===== config.mk =====
export PLATFORM = sky130hd
export DESIGN_NAME = sd_otf_converter
export DESIGN_NICKNAME = d
export VERILOG_FILES = /design/src/rtl/sd_otf_converter.sv
export SDC_FILE = /design/constraint.sdc
export NUM_CORES = 1
export LEC_CHECK = 0
export BUFFER_PORTS_ARGS = -buffer_cell sky130_fd_sc_hd__buf_2
export CORE_MARGIN = 10
export CORE_UTILIZATION = 40
export CTS_BUF_LIST = sky130_fd_sc_hd__clkbuf_4 sky130_fd_sc_hd__clkbuf_8 sky130_fd_sc_hd__clkbuf_16
export CTS_CLUSTER_SIZE = 25
export DETAILED_ROUTE_END_ITERATION = 8
export PLACE_DENSITY_LB_ADDON = 0.12
export SETUP_SLACK_MARGIN = 0.05
export SYNTH_ARGS = -nofsm -noshare
export SYNTH_HDL_FRONTEND = slang
export SYNTH_SLANG_ARGS = --single-unit

===== constraint.sdc =====
create_clock -name clk -period 3.9 [get_ports clk]
set_input_delay 0.39 -clock clk [delete_from_list [all_inputs] [get_ports clk]]
set_output_delay 0.39 -clock clk [all_outputs]
set_load 0.05 [all_outputs]

===== src/rtl/sd_otf_converter.sv =====
// Radix-2 on-the-fly converter: MSD-first signed-digit stream to two's complement.
// Q/QM dual registers keep QM == Q-1, so the final value needs no carry-propagate add.
//
// state  | meaning
// IDLE   | waiting for start, digits ignored
// CONV   | accepting digits on d_valid, busy=1
// DONE   | result_valid pulse, result holds final Q
module sd_otf_converter #(
  parameter int N = 8
) (
  input  logic       clk,
  input  logic       rst,
  input  logic       start,
  input  logic       d_valid,
  input  logic       d_plus,
  input  logic       d_minus,
  output logic       busy,
  output logic [N:0] result,
  output logic       result_valid
);

  localparam int CW = $clog2(N + 1);

  typedef enum logic [1:0] {
    S_IDLE,
    S_CONV,
    S_DONE
  } state_t;

  state_t        r_state;
  logic [N:0]    r_q;
  logic [N:0]    r_qm;
  logic [CW-1:0] r_cnt;
  logic          r_busy;
  logic          r_valid;
  logic [N:0]    r_result;

  logic          w_pos;
  logic          w_neg;
  logic          w_last;
  logic [N:0]    w_q_nxt;
  logic [N:0]    w_qm_nxt;

  // (1,1) decodes to zero, same as (0,0)
  assign w_pos  = d_plus & ~d_minus;
  assign w_neg  = d_minus & ~d_plus;
  assign w_last = (r_cnt == CW'(N - 1));

  always_comb begin
    w_q_nxt  = {r_q[N-1:0], 1'b0};
    w_qm_nxt = {r_qm[N-1:0], 1'b1};
    if (w_pos) begin
      w_q_nxt  = {r_q[N-1:0], 1'b1};
      w_qm_nxt = {r_q[N-1:0], 1'b0};
    end else if (w_neg) begin
      w_q_nxt  = {r_qm[N-1:0], 1'b1};
      w_qm_nxt = {r_qm[N-1:0], 1'b0};
    end
  end

  always_ff @(posedge clk) begin
    if (rst) begin
      r_state  <= S_IDLE;
      r_q      <= '0;
      r_qm     <= '1;
      r_cnt    <= '0;
      r_busy   <= 1'b0;
      r_valid  <= 1'b0;
      r_result <= '0;
    end else begin
      r_valid <= 1'b0;
      case (r_state)
        S_IDLE: begin
          if (start) begin
            r_q     <= '0;
            r_qm    <= '1;
            r_cnt   <= '0;
            r_busy  <= 1'b1;
            r_state <= S_CONV;
          end
        end
        S_CONV: begin
          if (start) begin
            r_q   <= '0;
            r_qm  <= '1;
            r_cnt <= '0;
          end else if (d_valid) begin
            r_q   <= w_q_nxt;
            r_qm  <= w_qm_nxt;
            r_cnt <= r_cnt + CW'(1);
            // result is loaded with the final Q so it is valid alongside the pulse
            if (w_last) begin
              r_result <= w_q_nxt;
              r_valid  <= 1'b1;
              r_busy   <= 1'b0;
              r_state  <= S_DONE;
            end
          end
        end
        S_DONE: begin
          if (start) begin
            r_q     <= '0;
            r_qm    <= '1;
            r_cnt   <= '0;
            r_busy  <= 1'b1;
            r_state <= S_CONV;
          end else begin
            r_state <= S_IDLE;
          end
        end
        default: r_state <= S_IDLE;
      endcase
    end
  end

  assign busy         = r_busy;
  assign result       = r_result;
  assign result_valid = r_valid;

endmodule


==> flow_summary.ini <==
[routing]
ant_nets = 0
num_vias = 1190
routedWlPerCell_um = 14.1
drt_iter0_markers = 70
viasPerCell = 5.34
drtPass1Iterations = 4
routed_wl_um = 3150
drc_errors = 0

[floorplanning]
die_w_um = 81.7
dieArea_um2 = 6680
core_um2 = 3660
start_util_pct = 41.6
rows = 22
pin_count = 17
die_h_um = 81.7

[finish]
area_growth_pct = 12.0
antennaDiodeCount = 0
final_common_cell = dfxtp_1
layout.nets = 185
layout_common_cells = dfxtp_1 (33), nor2_1 (30), buf_2 (16)
fin_util_pct = 46.6
final_layout_size_suffix_gt1_share_pct = 18.9

[run_status]
outcome = complete, no violations

[worst_setup_path]
end_kind = flip-flop
startpoint_type = flip-flop
crit_required_ns = 4.09
arrival_ns = 2.38
r2r_start = r_state[0]
cp_max_fo = 21
reg2reg_depth = 4
r2r_end = result[0]
crit_type = reg2reg
r2r_slack_ns = 1.72

[yosys]
syn_area_um2 = 1520
seq_area_frac_synth_pct = 43.3
synth_warnings = 0
postSynthAreaPerCell_um2 = 9.29
synthCells = 164
ys_ff_latch = 33
synth_cell_types = 25
synth_nets = 174

[sta]
rsz0062_at_grt = no
worst_pin_slew_ns = 1.27
fmaxAchievable_mhz = 458
worst_slack_ns = 1.72
fin_worst_skew_ns = 0.00443
relSlewSlack_pct = 15.4
whs_ns = 0.432
hold_viol_final = 0
layout_min_cycle_time_ns = 2.18
fin_tns_setup_ns = 0
min_period_over_period_pct = 56.0
setup_viol = 0
drv_slew = 0

[power]
ir_drop_mv = 0.237
p_total_w = 0.000664
power.density_nw_per_um2 = 389
leakage_nw = 0.640

[worst_hold_path]
min_from = start
worst_hold_path.endpoint = busy
holdPathStages = 3
worstHoldPathType = in2reg

[clock_network]
cts_root_buf = clkbuf_8
path_clk_slew_ns = 0.06
cts_num_sinks = 33
cts_tree = yes
cts_buffer_depth = 2
cts_setup_buffers = 0
h-tree-depth = 2
post_cts_resized = 0
clock_latency_ns = 0.28
cts_hold_buf = 0
cts_inserted_buffers = 5

[global_routing]
antenna_found_initial = 0
grt_use_total_pct = 9.97
grt_overflow = 0
grt_pass1_vias = 1115
grt_pass1_wl_um = 5270
grt_max_degree = 34

[placement]
globalplace.congestion = 0.769
pre_cts_slack_ns = 1.59
portBuffers = 16
hpwl_um = 2200

[flow_run]
cap_violations = 0
[worst max-delay path by stage]
| stage | startpoint | end | cells after the start | slack (ns) |
|---|---|---|---|---|
| after floorplan | d_minus | r_q[1] | 7 | 2.40 |
| after global placement | start | busy | 5 | 1.69 |
| after detailed placement | start | result[0] | 5 | 1.59 |
| after CTS | r_state[0] | result[0] | 4 | 1.70 |
| after global routing | r_state[0] | result[0] | 4 | 1.49 |
| final | r_state[0] | result[0] | 4 | 1.72 |
[worst max-delay path, cell delays in order, from the launching register on]
cell and delay [ns]:
dfxtp_1 0.40, nand2b_1 0.31, nor4_4 1.04, nor2_1 0.12, a211oi_2 0.23
[flip-flops by register name, indices dropped and copies added, names as in the netlist]
register      flops
r_q               8
r_qm              8
result            9
r_cnt             4
r_state           2
busy              1
result_valid      1
[synthesized netlist by cell type (all sizes together)]
cell     count  area (um2)
or4          1        7.51
nand2b       6        37.5
a22oi        1        7.51
a21oi        6        30.0
o32a         7        70.1
a2111oi      7        61.3
nor3         3        15.0
a21o         1        7.51
nor2        30         113
a211oi      12         135
nor4         1        12.5
o21ai        1        5.00
nand2        1        3.75
mux2i        8        80.1
clkbuf       8        31.3
inv         10        37.5
nand3        1        5.00
nor2b       11        68.8
dfxtp       33         661
ha           4        50.1
buf          4        25.0
o21bai       8        60.1
[stage by stage]
step	instances	cell area, um2
global placement	216	1620
floorplan	164	1520
CTS	223	1710
global route	223	1710
finish	223	1710
detailed placement	216	1620
[report_power, final]
group,leakage (nW),switching (W),internal [W]
logic,0.325,0.0000389,0.0000174
registers,0.267,0.00000335,0.000341
clock network,0.0477,0.000116,0.000147
[logic make-up (layout without fill, tap and decap cells)]
group,after synthesis,count (layout),share of synthesized area [%]
simple gates,54,54,17.2
compound gates,43,43,24.7
flops,33,33,43.3
buf+inv,22,33,6.16
mux,8,8,5.25
fa+ha+maj,4,4,3.28
[area by class of cell]
class	count	area [um2]
clock buffers	7	90.1
fillers	353	1950
inverters	10	37.5
multi-input cells	109	778
flip-flops and latches	33	661
well taps	48	60.1
repair buffers	16	80.1
[layer usage]
metal	global-route usage [%]	up-vias	part of all wire [%]
met1	13.1	563	52
li1	-	601	-
met3	4.59	2	5.7
met4	3.57	0	0.54
met5	0	-	0
met2	13.9	24	41
No activity file was read; power rests on OpenSTA's default activity.
